[src/rtl/gf_pkg.sv]
// Shared GF(2^8) definitions for the divide engine: field constants, FSM states, xtime.
package gf_pkg;

    localparam int GF_W       = 8;
    localparam int MUL_CYCLES = 8;
    // Low byte of x^8+x^4+x^3+x^2+1; the x^8 term is implied by the shifted-out MSB.
    localparam logic [GF_W-1:0] GF_POLY = 8'h1D;

    typedef enum logic [2:0] {
        IDLE,
        SQR,
        MUL,
        FIN,
        DONE
    } gf_state_e;

    function automatic logic [GF_W-1:0] xtime(input logic [GF_W-1:0] v);
        return {v[GF_W-2:0], 1'b0} ^ (v[GF_W-1] ? GF_POLY : '0);
    endfunction

endpackage

[src/rtl/gf_div_engine_if.sv]
// Operand/result handshake bundle for gf_div_engine.
interface gf_div_engine_if;
    import gf_pkg::*;

    logic            in_valid;
    logic            in_ready;
    logic [GF_W-1:0] a;
    logic [GF_W-1:0] b;
    logic            out_valid;
    logic            out_ready;
    logic [GF_W-1:0] q;
    logic            dz;

    modport master (
        output in_valid, a, b, out_ready,
        input  in_ready, out_valid, q, dz
    );

    modport slave (
        input  in_valid, a, b, out_ready,
        output in_ready, out_valid, q, dz
    );

endinterface

[src/rtl/gf_mul_serial.sv]
// Bit-serial MSB-first GF(2^8) multiplier, MUL_CYCLES cycles per product.
// The start cycle already performs the first step, so back-to-back products add no idle cycles.
module gf_mul_serial
    import gf_pkg::*;
(
    input  logic            clk,
    input  logic            rst,
    input  logic            start,
    input  logic [GF_W-1:0] x,
    input  logic [GF_W-1:0] y,
    output logic            busy,
    output logic            done,
    output logic [GF_W-1:0] p
);

    logic [2:0]      cnt;
    logic [2:0]      bit_idx;
    logic [GF_W-1:0] part;
    logic [GF_W-1:0] part_nxt;
    logic            active;
    logic            first;

    assign first    = start && !busy;
    assign active   = first || busy;
    assign bit_idx  = 3'(MUL_CYCLES - 1) - cnt;
    assign part_nxt = xtime(first ? '0 : part) ^ (y[bit_idx] ? x : '0);
    assign done     = active && (cnt == 3'(MUL_CYCLES - 1));
    // Valid in the done cycle; the caller captures it on that edge.
    assign p        = part_nxt;

    always_ff @(posedge clk or posedge rst) begin
        if (rst) begin
            cnt  <= '0;
            busy <= 1'b0;
            part <= '0;
        end else if (active) begin
            part <= part_nxt;
            cnt  <= cnt + 3'd1;
            busy <= !done;
        end
    end

endmodule

[src/rtl/gf_div_engine.sv]
// GF(2^8) divider: q = a * b^254 via seven square/multiply rounds on one shared serial multiplier.
// Optional GF_DIV_ZERO_CHECK_EN: b==0 short-circuits to DONE with dz=1.
module gf_div_engine
    import gf_pkg::*;
(
    input  logic          clk,
    input  logic          rst,
    gf_div_engine_if.slave bus
);

    gf_state_e       state, nstate;
    logic [GF_W-1:0] opnd_a, sq, acc, q_r;
    logic [2:0]      iter;
    logic            accept;

    logic            mul_start, mul_busy, mul_done;
    logic [GF_W-1:0] mul_x, mul_y, mul_p;

    assign accept = bus.in_valid && (state == IDLE);

    gf_mul_serial u_mul (
        .clk   (clk),
        .rst   (rst),
        .start (mul_start),
        .x     (mul_x),
        .y     (mul_y),
        .busy  (mul_busy),
        .done  (mul_done),
        .p     (mul_p)
    );

    always_comb begin
        mul_x     = '0;
        mul_y     = '0;
        mul_start = 1'b0;
        case (state)
            SQR: begin mul_x = sq;  mul_y = sq;     mul_start = !mul_busy; end
            MUL: begin mul_x = acc; mul_y = sq;     mul_start = !mul_busy; end
            FIN: begin mul_x = acc; mul_y = opnd_a; mul_start = !mul_busy; end
            default: ;
        endcase
    end

    always_comb begin
        nstate = state;
        case (state)
            IDLE: if (bus.in_valid) begin
`ifdef GF_DIV_ZERO_CHECK_EN
                nstate = (bus.b == '0) ? DONE : SQR;
`else
                nstate = SQR;
`endif
            end
            SQR:  if (mul_done) nstate = MUL;
            MUL:  if (mul_done) nstate = (iter == 3'd7) ? FIN : SQR;
            FIN:  if (mul_done) nstate = DONE;
            DONE: if (bus.out_ready) nstate = IDLE;
            default: nstate = IDLE;
        endcase
    end

    always_ff @(posedge clk or posedge rst) begin
        if (rst) state <= IDLE;
        else     state <= nstate;
    end

    // sq walks b^2, b^4, ..., b^128; acc collects their product, then times a.
    always_ff @(posedge clk or posedge rst) begin
        if (rst) begin
            opnd_a <= '0;
            sq     <= '0;
            acc    <= '0;
            q_r    <= '0;
            iter   <= '0;
        end else begin
            if (accept) begin
                opnd_a <= bus.a;
                sq     <= bus.b;
                acc    <= 8'h01;
                iter   <= 3'd1;
`ifdef GF_DIV_ZERO_CHECK_EN
                if (bus.b == '0) q_r <= '0;
`endif
            end
            if (mul_done) begin
                case (state)
                    SQR: sq <= mul_p;
                    MUL: begin
                        acc  <= mul_p;
                        iter <= iter + 3'd1;
                    end
                    FIN: begin
                        acc <= mul_p;
                        q_r <= mul_p;
                    end
                    default: ;
                endcase
            end
        end
    end

`ifdef GF_DIV_ZERO_CHECK_EN
    logic dz_r;

    always_ff @(posedge clk or posedge rst) begin
        if (rst)         dz_r <= 1'b0;
        else if (accept) dz_r <= (bus.b == '0);
    end

    assign bus.dz = dz_r;
`else
    assign bus.dz = 1'b0;
`endif

    assign bus.in_ready  = (state == IDLE);
    assign bus.out_valid = (state == DONE);
    assign bus.q         = q_r;

endmodule

[src/flat_wrapper.sv]
// flat-port wrapper written by rule: the top's interface ports become plain ports
module gf_div_engine_flat import gf_pkg::*;
  (clk, rst, bus_in_valid, bus_a, bus_b, bus_out_ready, bus_in_ready, bus_out_valid, bus_q, bus_dz);
  gf_div_engine_if bus_i ();
  input  logic clk;
  input  logic rst;
  input wire logic [$bits(bus_i.in_valid)-1:0] bus_in_valid;
  input wire logic [$bits(bus_i.a)-1:0] bus_a;
  input wire logic [$bits(bus_i.b)-1:0] bus_b;
  input wire logic [$bits(bus_i.out_ready)-1:0] bus_out_ready;
  output wire logic [$bits(bus_i.in_ready)-1:0] bus_in_ready;
  output wire logic [$bits(bus_i.out_valid)-1:0] bus_out_valid;
  output wire logic [$bits(bus_i.q)-1:0] bus_q;
  output wire logic [$bits(bus_i.dz)-1:0] bus_dz;
  assign bus_i.in_valid = bus_in_valid;
  assign bus_i.a = bus_a;
  assign bus_i.b = bus_b;
  assign bus_i.out_ready = bus_out_ready;
  assign bus_in_ready = bus_i.in_ready;
  assign bus_out_valid = bus_i.out_valid;
  assign bus_q = bus_i.q;
  assign bus_dz = bus_i.dz;
  gf_div_engine u_core (.clk(clk), .rst(rst), .bus(bus_i));
endmodule
[config.mk]
export PLATFORM = sky130hd
export DESIGN_NAME = gf_div_engine_flat
export DESIGN_NICKNAME = d
export VERILOG_FILES = /design/src/rtl/gf_pkg.sv /design/src/rtl/gf_div_engine_if.sv /design/src/rtl/gf_mul_serial.sv /design/src/rtl/gf_div_engine.sv /design/src/flat_wrapper.sv
export SDC_FILE = /design/constraint.sdc
export NUM_CORES = 1
export LEC_CHECK = 0
export ABC_AREA = 1
export CAP_MARGIN = 20
export CELL_PAD_IN_SITES_DETAIL_PLACEMENT = 1
export CELL_PAD_IN_SITES_GLOBAL_PLACEMENT = 1
export CORE_ASPECT_RATIO = 0.75
export CORE_MARGIN = 8
export CORE_UTILIZATION = 46
export DETAILED_ROUTE_END_ITERATION = 10
export PLACE_DENSITY = 0.85
export SLEW_MARGIN = 20
export SYNTH_ARGS = -nofsm -noshare
export SYNTH_HDL_FRONTEND = slang
export SYNTH_SLANG_ARGS = --single-unit
[constraint.sdc]
create_clock -name clk -period 3.1 [get_ports clk]
set_input_delay 0.775 -clock clk [delete_from_list [all_inputs] [get_ports clk]]
set_output_delay 0.775 -clock clk [all_outputs]
set_load 0.01 [all_outputs]
==> impl_metrics.tcl, run 1 <==
set metrics [dict create \
    timing.hold.ws_ps 490 \
    gr-usage-met3_pct 3.26 \
    timing.fmax_mhz 378 \
    gate_count_post_synth 348 \
    largest_net_degree_at_the_start_of_global_routing 30 \
    critical_path.startpoint_type "flop" \
    dr.pass1.iters 4 \
    power.density_cell_area_nw_per_um2 1070 \
    numClockSinks 50 \
    core.rowCount 25 \
    timing.setup.tns_ps 0 \
    cts-htree-levels 2 \
    run_status "completed" \
    globalRouteMet1Util_pct 24.3 \
    first_global_vias 2674 \
    final_hold_violating_endpoints 0 \
    syn_area_per_cell_um2 8.35 \
    root_buffer "sky130_fd_sc_hd__clkbuf_8" \
    path_max_fanout 12 \
    end_kind "primary output" \
    synth-async-reset-ratio_pct 100 \
    ir_drop_mv 0.474 \
    grt.busiest_layer "met2" \
    worst_path_most_repeated_cell "sky130_fd_sc_hd__nor2_1" \
    post_drt_wl_per_cell_um 16.7 \
    timing.clock.skew_ps 10.7 \
    die_y_um 84.8 \
    synth-edff-count 0 \
    drive_above_1_share_pct 14.5 \
    io_buffers 29 \
    cts.repair_timing.setup_buffer_count 0 \
    total_leakage_power_nw 1.69 \
    hold_path_startpoint "u_core.bus.q[2]" \
    grt_usage_pct 17.9 \
    synth_nets 372 \
    core_region_area_um2 6190 \
    worst-endpoint-arrival_ps 1870 \
    tritoncts "done" \
    max_stage_delay_ps 580 \
    grt_use_met2_pct 28.6 \
    n_antenna_cell 0 \
    hpwl_um 5670 \
    min_path_type "flop to flop" \
    reg2reg_to "u_core.bus.q[4]" \
    nNetsFinal 403 \
    most_common_cell_after_layout_fill_and_taps_aside "sky130_fd_sc_hd__nand2_1" \
    worst_setup_hold_path_clk_slew_ps 90 \
    number_of_antenna_violations_at_the_first_check_in_global_routing 0 \
    cts-buffers-inserted 5 \
    synthesis.yosys.warnings 0 \
    regToRegSetupSlack_ps 680 \
    post-route-min-period_ps 2650 \
    placed_cell_area_um2 3260 \
    startpoint_of_the_worst_slack_reg_to_reg_timing_path "u_core.state[1]" \
    finalNonFillerCells 461 \
    ant_nets 0 \
    hold_end "u_core.bus.q[2]" \
    gp_congestion 0.801 \
    postSynth.topFlopCell "sky130_fd_sc_hd__dfrtp_1" \
    worst_skew_pair.late_latency_ps 310 \
    setup_viol_count_final 0 \
    crit_type "flop to primary output" \
    layout.cells.most_common_list "sky130_fd_sc_hd__nand2_1, sky130_fd_sc_hd__dfrtp_1, sky130_fd_sc_hd__inv_1, sky130_fd_sc_hd__nand3_1, sky130_fd_sc_hd__clkdlybuf4s50_1" \
    drt-total-wl_um 7700 \
    dieArea_um2 9140 \
    routed-via-count 2485 \
    synth_area_um2 2910 \
    syn2layout_area_growth_pct 15.4 \
    number_of_library_cell_types_mapped_by_synthesis 32 \
    grt_setup_unrepaired "no" \
    drt_iter0_markers 113 \
    reg2reg_depth 11 \
    route.detailed.drc 0 \
    crit_slowest_cell "sky130_fd_sc_hd__dfrtp_1" \
    finish.instance_area_um2 3350 \
    seq_area_frac_synth_pct 43.1 \
    boundaryPins 31 \
    ys_seq_elements 50 \
    timing_worst_slew_pin_value_ps 788 \
    start_util_pct 46.9 \
    path_cells "nor2_1, inv_1, nor2_1, clkdlybuf4s50_1" \
    dp_cells 453 \
    max_slew_margin_pct 47.4 \
    die_width_um 108 \
    report.final.slew_viol_count 0 \
    grt-ovfl-total 0 \
    post_cts_resized 0 \
    cts_hold_buf 0 \
    grt_pass1_wl_um 13200 \
    timing.max_cap.violations 0 \
    crit_required_ps 2320 \
    fin_crit_sh_pct 85.4 \
    worst_hold_depth 2 \
    via_per_inst 5.39 \
    clockBufferDepth 2 \
]
==> area by class of cell <==
class	instances	area (µm²)
clock inverters	1	5.00
fillers	770	2840
repair buffers	33	320
flip-flops and latches	50	1250
multi-input cells	238	1390
well taps	81	101
clock buffers	7	86.3
inverters	51	201
==> routing by layer <==
metal  share of wire (%)  up-vias  wire length, µm
met4                 1.2        0               89
met5                   0        -                0
li1                    -     1184                -
met1                  49     1250             3760
met2                  46       43             3560
met3                 3.7        8              283
==> cells in the mapped netlist (2+ instances only) <==
master	number	area, µm²
sky130_fd_sc_hd__nor2_8	2	40.0
sky130_fd_sc_hd__buf_2	2	10.0
sky130_fd_sc_hd__nor2_1	5	18.8
sky130_fd_sc_hd__nor3_1	2	10.0
sky130_fd_sc_hd__nand2_2	3	18.8
sky130_fd_sc_hd__inv_4	4	25.0
sky130_fd_sc_hd__inv_1	45	169
sky130_fd_sc_hd__nor2_4	2	22.5
sky130_fd_sc_hd__nand4_1	8	50.1
sky130_fd_sc_hd__ha_1	4	50.1
sky130_fd_sc_hd__o21ai_1	4	20.0
sky130_fd_sc_hd__o21ai_0	18	90.1
sky130_fd_sc_hd__nand2_1	106	398
sky130_fd_sc_hd__clkbuf_1	2	7.51
sky130_fd_sc_hd__nand3_1	38	190
sky130_fd_sc_hd__nand3_2	5	50.1
sky130_fd_sc_hd__clkinv_1	2	7.51
sky130_fd_sc_hd__nand3_4	4	70.1
sky130_fd_sc_hd__xor2_1	4	35.0
sky130_fd_sc_hd__dfrtp_1	50	1250
sky130_fd_sc_hd__mux2_2	16	180
sky130_fd_sc_hd__o22ai_1	8	50.1
sky130_fd_sc_hd__nand2_4	5	56.3
==> power by group <==
group	leakage [nW]	switching [mW]	total, mW	internal, mW
Sequential	0.617	0.247	1.20	0.953
Combinational	1.03	1.27	1.99	0.718
Clock	0.0482	0.228	0.409	0.181
Total	1.69	1.75	3.60	1.85
==> critical path: cells and delay by family (launching register included) <==
family	cells	cell delay (ps)
simple gates	2	360
buf+inv	2	630
flops	1	580
==> cells by family after synthesis <==
kind of cell | synth area share, %
AND/OR/NAND/NOR | 32.4
buffers and inverters | 9.17
adder cells (fa/ha/maj) | 1.72
AO/OA/AOI/OAI | 6.12
XOR/XNOR | 1.21
multiplexers | 6.20
other | 0.129
flip-flops | 43.1
==> how the worst max path moves through the flow <==
stage | from | endpoint | cells past startpoint
final | u_core.state[0] | bus_in_ready | 4
after floorplan | rst | u_core.acc[0] | 1
after global placement | bus_in_valid | u_core.opnd_a[2] | 4
after global routing | u_core.state[0] | bus_in_ready | 4
after CTS | u_core.state[0] | bus_in_ready | 4
after detailed placement | bus_in_valid | u_core.acc[4] | 4
==> sequential cells by signal (all words and copies together) (netlist names) <==
register,cells
u_core.opnd_a,8
u_core.acc,8
u_core.sq,8
u_core.state,3
u_core.u_mul.cnt,3
u_core.bus.q,8
u_core.iter,3
u_core.u_mul.busy,1
u_core.u_mul.part,8
==> per-stage QoR <==
step	util (%)	power (mW)	worst slack, ps
6_report	54.1	3.60	453
5_1_grt	54.1	3.91	350
4_1_cts	54.1	3.61	440
3_5_place_dp	52.7	3.18	542
3_3_place_gp	52.7	3.08	624
2_1_floorplan	-	2.70	1120
No activity file was read; power rests on OpenSTA's default activity.
==> run 2: changes to the inputs <==
Settings changed: CORE_MARGIN 8 to default, CORE_UTILIZATION 46 to 25, PLACE_DENSITY 0.85 to 0.52.
==> impl_metrics.tcl, run 2 (synthesis gave the netlist of run 1 again) <==
set metrics [dict create \
    run_status "completed" \
    crit_slowest_cell "sky130_fd_sc_hd__dfrtp_1" \
    post-route-worst-setup-slack_ps 475 \
    worst_path_most_repeated_cell "sky130_fd_sc_hd__nor2_1" \
    grt_pass1_wl_um 13300 \
    p_seq_share_pct 32.6 \
    hpwl_um 5920 \
    core.rowCount 33 \
    place_ws_ps 580 \
    timing.clock.skew_ps 6.98 \
    final_hold_violating_endpoints 0 \
    report.final.slew_viol_count 0 \
    worst_skew_pair.late_latency_ps 290 \
    route.detailed.drc 0 \
    finalNonFillerCells 518 \
    numClockSinks 50 \
    start_util_pct 26.2 \
    core_region_area_um2 11100 \
    crit_required_ps 2320 \
    dieArea_um2 12100 \
    layout.cells.most_common_list "sky130_fd_sc_hd__nand2_1, sky130_fd_sc_hd__dfrtp_1, sky130_fd_sc_hd__inv_1, sky130_fd_sc_hd__nand3_1, sky130_fd_sc_hd__clkdlybuf4s50_1" \
    grt-ovfl-total 0 \
    cts-buffers-inserted 5 \
    min_path_type "flop to flop" \
    post-route-min-period_ps 2630 \
    n_antenna_cell 0 \
    total_leakage_power_nw 1.70 \
    syn2layout_area_growth_pct 19.1 \
    path_delay_family "buffers and inverters" \
    drive_above_1_share_pct 13.8 \
    ir_drop_mv 0.299 \
    max_slew_margin_pct 54.9 \
    dr.pass1.iters 4 \
    timing.hold.ws_ps 484 \
    dp_cells 511 \
    root_buffer "sky130_fd_sc_hd__clkbuf_16" \
    power.share.switching_pct 46.9 \
    worst-endpoint-arrival_ps 1850 \
    drt_iter0_markers 72 \
    drt-total-wl_um 7750 \
    net-switching-power_mw 1.74 \
    timing.max_cap.violations 0 \
    grt_usage_pct 14.6 \
    tritoncts "done" \
    timing.fmax_mhz 381 \
    setup_viol_count_final 0 \
    post_cts_resized 0 \
    count_of_fill_cells_added_during_filler_insertion 1325 \
    largest_net_degree_at_the_start_of_global_routing 51 \
    power.total_mw 3.70 \
    first_global_vias 2568 \
    timing.setup.tns_ps 0 \
    comb_power_share_pct 52.8 \
    worst_setup_hold_path_clk_slew_ps 70 \
    intPower_mw 1.97 \
    max_stage_delay_ps 560 \
    routed-via-count 2344 \
    gp_congestion 0.809 \
    clockPowerShare_pct 14.6 \
    crit_type "flop to primary output" \
    post_drt_wl_per_cell_um 15.0 \
    end_kind "primary output" \
    cts.repair_timing.setup_buffer_count 0 \
    most_common_cell_after_layout_fill_and_taps_aside "sky130_fd_sc_hd__nand2_1" \
    timing_worst_slew_pin_value_ps 677 \
    fin_crit_sh_pct 84.7 \
    critical_path.startpoint_type "flop" \
    ant_nets 0 \
    path_cells "nor2_1, inv_1, nor2_1, clkdlybuf4s50_1" \
    path_max_fanout 12 \
    number_of_antenna_violations_at_the_first_check_in_global_routing 0 \
    grt_setup_unrepaired "no" \
    io_buffers 29 \
    cts_hold_buf 0 \
    die_width_um 126 \
    via_per_inst 4.53 \
    nNetsFinal 402 \
    power.density_cell_area_nw_per_um2 1070 \
    worstPathBufferInverterCount 2 \
    clockBufferDepth 2 \
    cts-htree-levels 2 \
    boundaryPins 31 \
    die_y_um 95.4 \
]
## run 2: changes by cell type in the layout (fill, tap and decap cells not counted), sizes merged
cell / delta
buf: -1
clkinv: -1
## run 2: final timing paths
path	startpoint	endpoint	slack, ps	cells past startpoint
min reg2reg	u_core.u_mul.part[5]	u_core.u_mul.part[5]	480	2
max reg2reg	u_core.state[0]	u_core.acc[1]	740	10
min in group asynchronous	rst	u_core.iter[2]	990	3
max in group asynchronous	rst	u_core.sq[4]	1670	3
min	u_core.u_mul.part[5]	u_core.u_mul.part[5]	480	2
max	u_core.state[0]	bus_in_ready	470	4
## run 2: through the flow
| stage | cell area [µm²] | utilization [%] |
|---|---|---|
| 2_1_floorplan | 2910 | - |
| 3_3_place_gp | 3330 | 30.0 |
| 3_5_place_dp | 3330 | 30.0 |
| 4_1_cts | 3460 | 31.2 |
| 5_1_grt | 3460 | 31.2 |
| 6_report | 3460 | 31.2 |
## run 2: power groups by stage
stage                     registers [mW]  clock network, mW  logic, mW
after detailed placement            1.22                  0       1.98
after CTS                           1.21              0.564       1.99
after floorplan                     1.13                  0       1.58
final                               1.21              0.540       1.96
after global placement              1.22                  0       1.96
after global routing                1.26              0.586       2.26
## run 2: final cells by class
type / instances / area [µm²] / share of cell area, %
clock buffers: 7 / 133 / 3.83
repair buffers: 32 / 313 / 9.04
well taps: 140 / 175 / 5.06
multi-input cells: 238 / 1390 / 40.1
flip-flops and latches: 50 / 1250 / 36.2
inverters: 51 / 201 / 5.82
## run 2: metal layers
layer  vias up  part of all wire (%)  global-route usage (%)
met3         8                   3.6                    3.20
met1      1125                    53                    20.4
met2        27                    42                    22.4
met4         0                   1.1                    4.42
met5         -                     0                       0
li1       1184                     -                       -
## run 2: worst min-delay path, stage by stage (launching register included)
cell and delay, ps:
sky130_fd_sc_hd__dfrtp_1 340, sky130_fd_sc_hd__nand2_1 50, sky130_fd_sc_hd__nand2_1 50
==> run 3: changes to the inputs <==
Clock period 3.1 ns to 2.55 ns, I/O delays scaled along.
==> impl_metrics.tcl, run 3 (synthesis gave the netlist of run 1 again) <==
set metrics [dict create \
    timing.clock.skew_ps 7.91 \
    met1Wirelength_um 4180 \
    first_global_vias 2641 \
    total_leakage_power_nw 1.75 \
    root_buffer "sky130_fd_sc_hd__clkbuf_16" \
    power.share.switching_pct 46.3 \
    timing.fmax_mhz 410 \
    cts_hold_buf 0 \
    route.met3.wl_um 233 \
    layout.cells.most_common_list "sky130_fd_sc_hd__nand2_1, sky130_fd_sc_hd__dfrtp_1, sky130_fd_sc_hd__inv_1, sky130_fd_sc_hd__nand3_1, sky130_fd_sc_hd__clkdlybuf4s50_1" \
    top_layer "met4" \
    grt_pass1_wl_um 13600 \
    numClockSinks 50 \
    post_drt_wl_per_cell_um 15.4 \
    most_common_cell_after_layout_fill_and_taps_aside "sky130_fd_sc_hd__nand2_1" \
    drt-total-wl_um 8080 \
    syn2layout_area_growth_pct 21.7 \
    min_path_type "flop to flop" \
    grt_setup_unrepaired "no" \
    grt_usage_pct 14.9 \
    crit_type "flop to primary output" \
    worst_setup_hold_path_clk_slew_ps 70 \
    comb_power_share_pct 53.0 \
    crit_required_ps 1910 \
    routed-via-count 2454 \
    n_antenna_cell 0 \
    max_slew_margin_pct 65.2 \
    met2RoutedLength_um 3620 \
    clockPowerShare_pct 16.8 \
    hpwl_um 6270 \
    cts-htree-levels 2 \
    dr.pass1.iters 7 \
    route.detailed.drc 0 \
    post_cts_resized 0 \
    p_seq_share_pct 30.3 \
    cts.repair_timing.setup_buffer_count 0 \
    post-route-min-period_ps 2440 \
    final_hold_violating_endpoints 0 \
    nNetsFinal 407 \
    worst-endpoint-arrival_ps 1800 \
    boundaryPins 31 \
    power.density_cell_area_nw_per_um2 1340 \
    report.final.slew_viol_count 0 \
    timing_worst_slew_pin_value_ps 522 \
    number_of_antenna_violations_at_the_first_check_in_global_routing 0 \
    tritoncts "done" \
    largest_net_degree_at_the_start_of_global_routing 22 \
    setup_viol_count_final 0 \
    worst_skew_pair.late_latency_ps 300 \
    cts-buffers-inserted 5 \
    intPower_mw 2.53 \
    die_width_um 126 \
    run_status "completed" \
    gp_congestion 0.778 \
    timing.max_cap.violations 0 \
    final_core_utilization_pct 31.8 \
    die_y_um 95.4 \
    via_per_inst 4.68 \
    clockBufferDepth 2 \
    timing.setup.tns_ps 0 \
    end_kind "primary output" \
    dieArea_um2 12100 \
    drive_above_1_share_pct 15.6 \
    ant_nets 0 \
    net-switching-power_mw 2.19 \
    core.rowCount 33 \
    core_region_area_um2 11100 \
    path_max_fanout 9 \
    start_util_pct 26.2 \
    io_buffers 29 \
    grt-ovfl-total 0 \
    fin_crit_sh_pct 95.7 \
    drt_iter0_markers 83 \
    ir_drop_mv 0.417 \
    critical_path.startpoint_type "flop" \
]
==> run 3: metal layers <==
layer / vias up / track usage [%]
li1: 1202 / -
met1: 1225 / 20.4
met2: 23 / 24.6
met3: 4 / 2.97
met4: 0 / 3.01
met5: - / 0
==> run 3: power groups by stage <==
stage / sequential, mW / clock (mW) / combinational, mW
floorplan: 1.37 / 0 / 1.92
global placement: 1.45 / 0 / 2.47
detailed placement: 1.45 / 0 / 2.55
CTS: 1.44 / 0.818 / 2.55
global route: 1.49 / 0.846 / 2.86
finish: 1.43 / 0.792 / 2.50
==> run 3: cell type report <==
class	instances	area (µm²)
Multi-Input combinational cell	238	1390
Inverter	51	201
Fill cell	1332	7570
Clock inverter	3	43.8
Clock buffer	5	125
Sequential cell	50	1250
Timing Repair Buffer	37	350
Tap cell	140	175
==> run 3: worst paths after layout <==
kind                                      start                    to  slack [ps]  depth (start not counted)
worst max-delay path            u_core.state[0]         bus_out_valid         110                          3
worst min-delay path            u_core.bus.q[2]       u_core.bus.q[2]         490                          2
worst min register to register  u_core.bus.q[2]       u_core.bus.q[2]         490                          2
max in group asynchronous                   rst  u_core.u_mul.part[2]        1270                          3
worst max register to register  u_core.state[0]       u_core.bus.q[0]         410                         12
min in group asynchronous                   rst         u_core.acc[1]         670                          2
==> run 3: metrics by stage <==
step	cells	cell area [µm²]	setup slack, ps	power [mW]	hold slack, ps
detailed placement	516	3370	403	3.99	478
global placement	516	3370	450	3.92	466
CTS	524	3530	84.7	4.81	496
floorplan	348	2910	711	3.29	449
global route	524	3530	43.3	5.20	517
finish	524	3530	109	4.72	486
==> run 3: worst max-delay path: stages (launching register included) <==
cell and delay, ps:
sky130_fd_sc_hd__dfrtp_1 460, sky130_fd_sc_hd__buf_4 210, sky130_fd_sc_hd__nor3_1 260, sky130_fd_sc_hd__clkdlybuf4s50_1 580
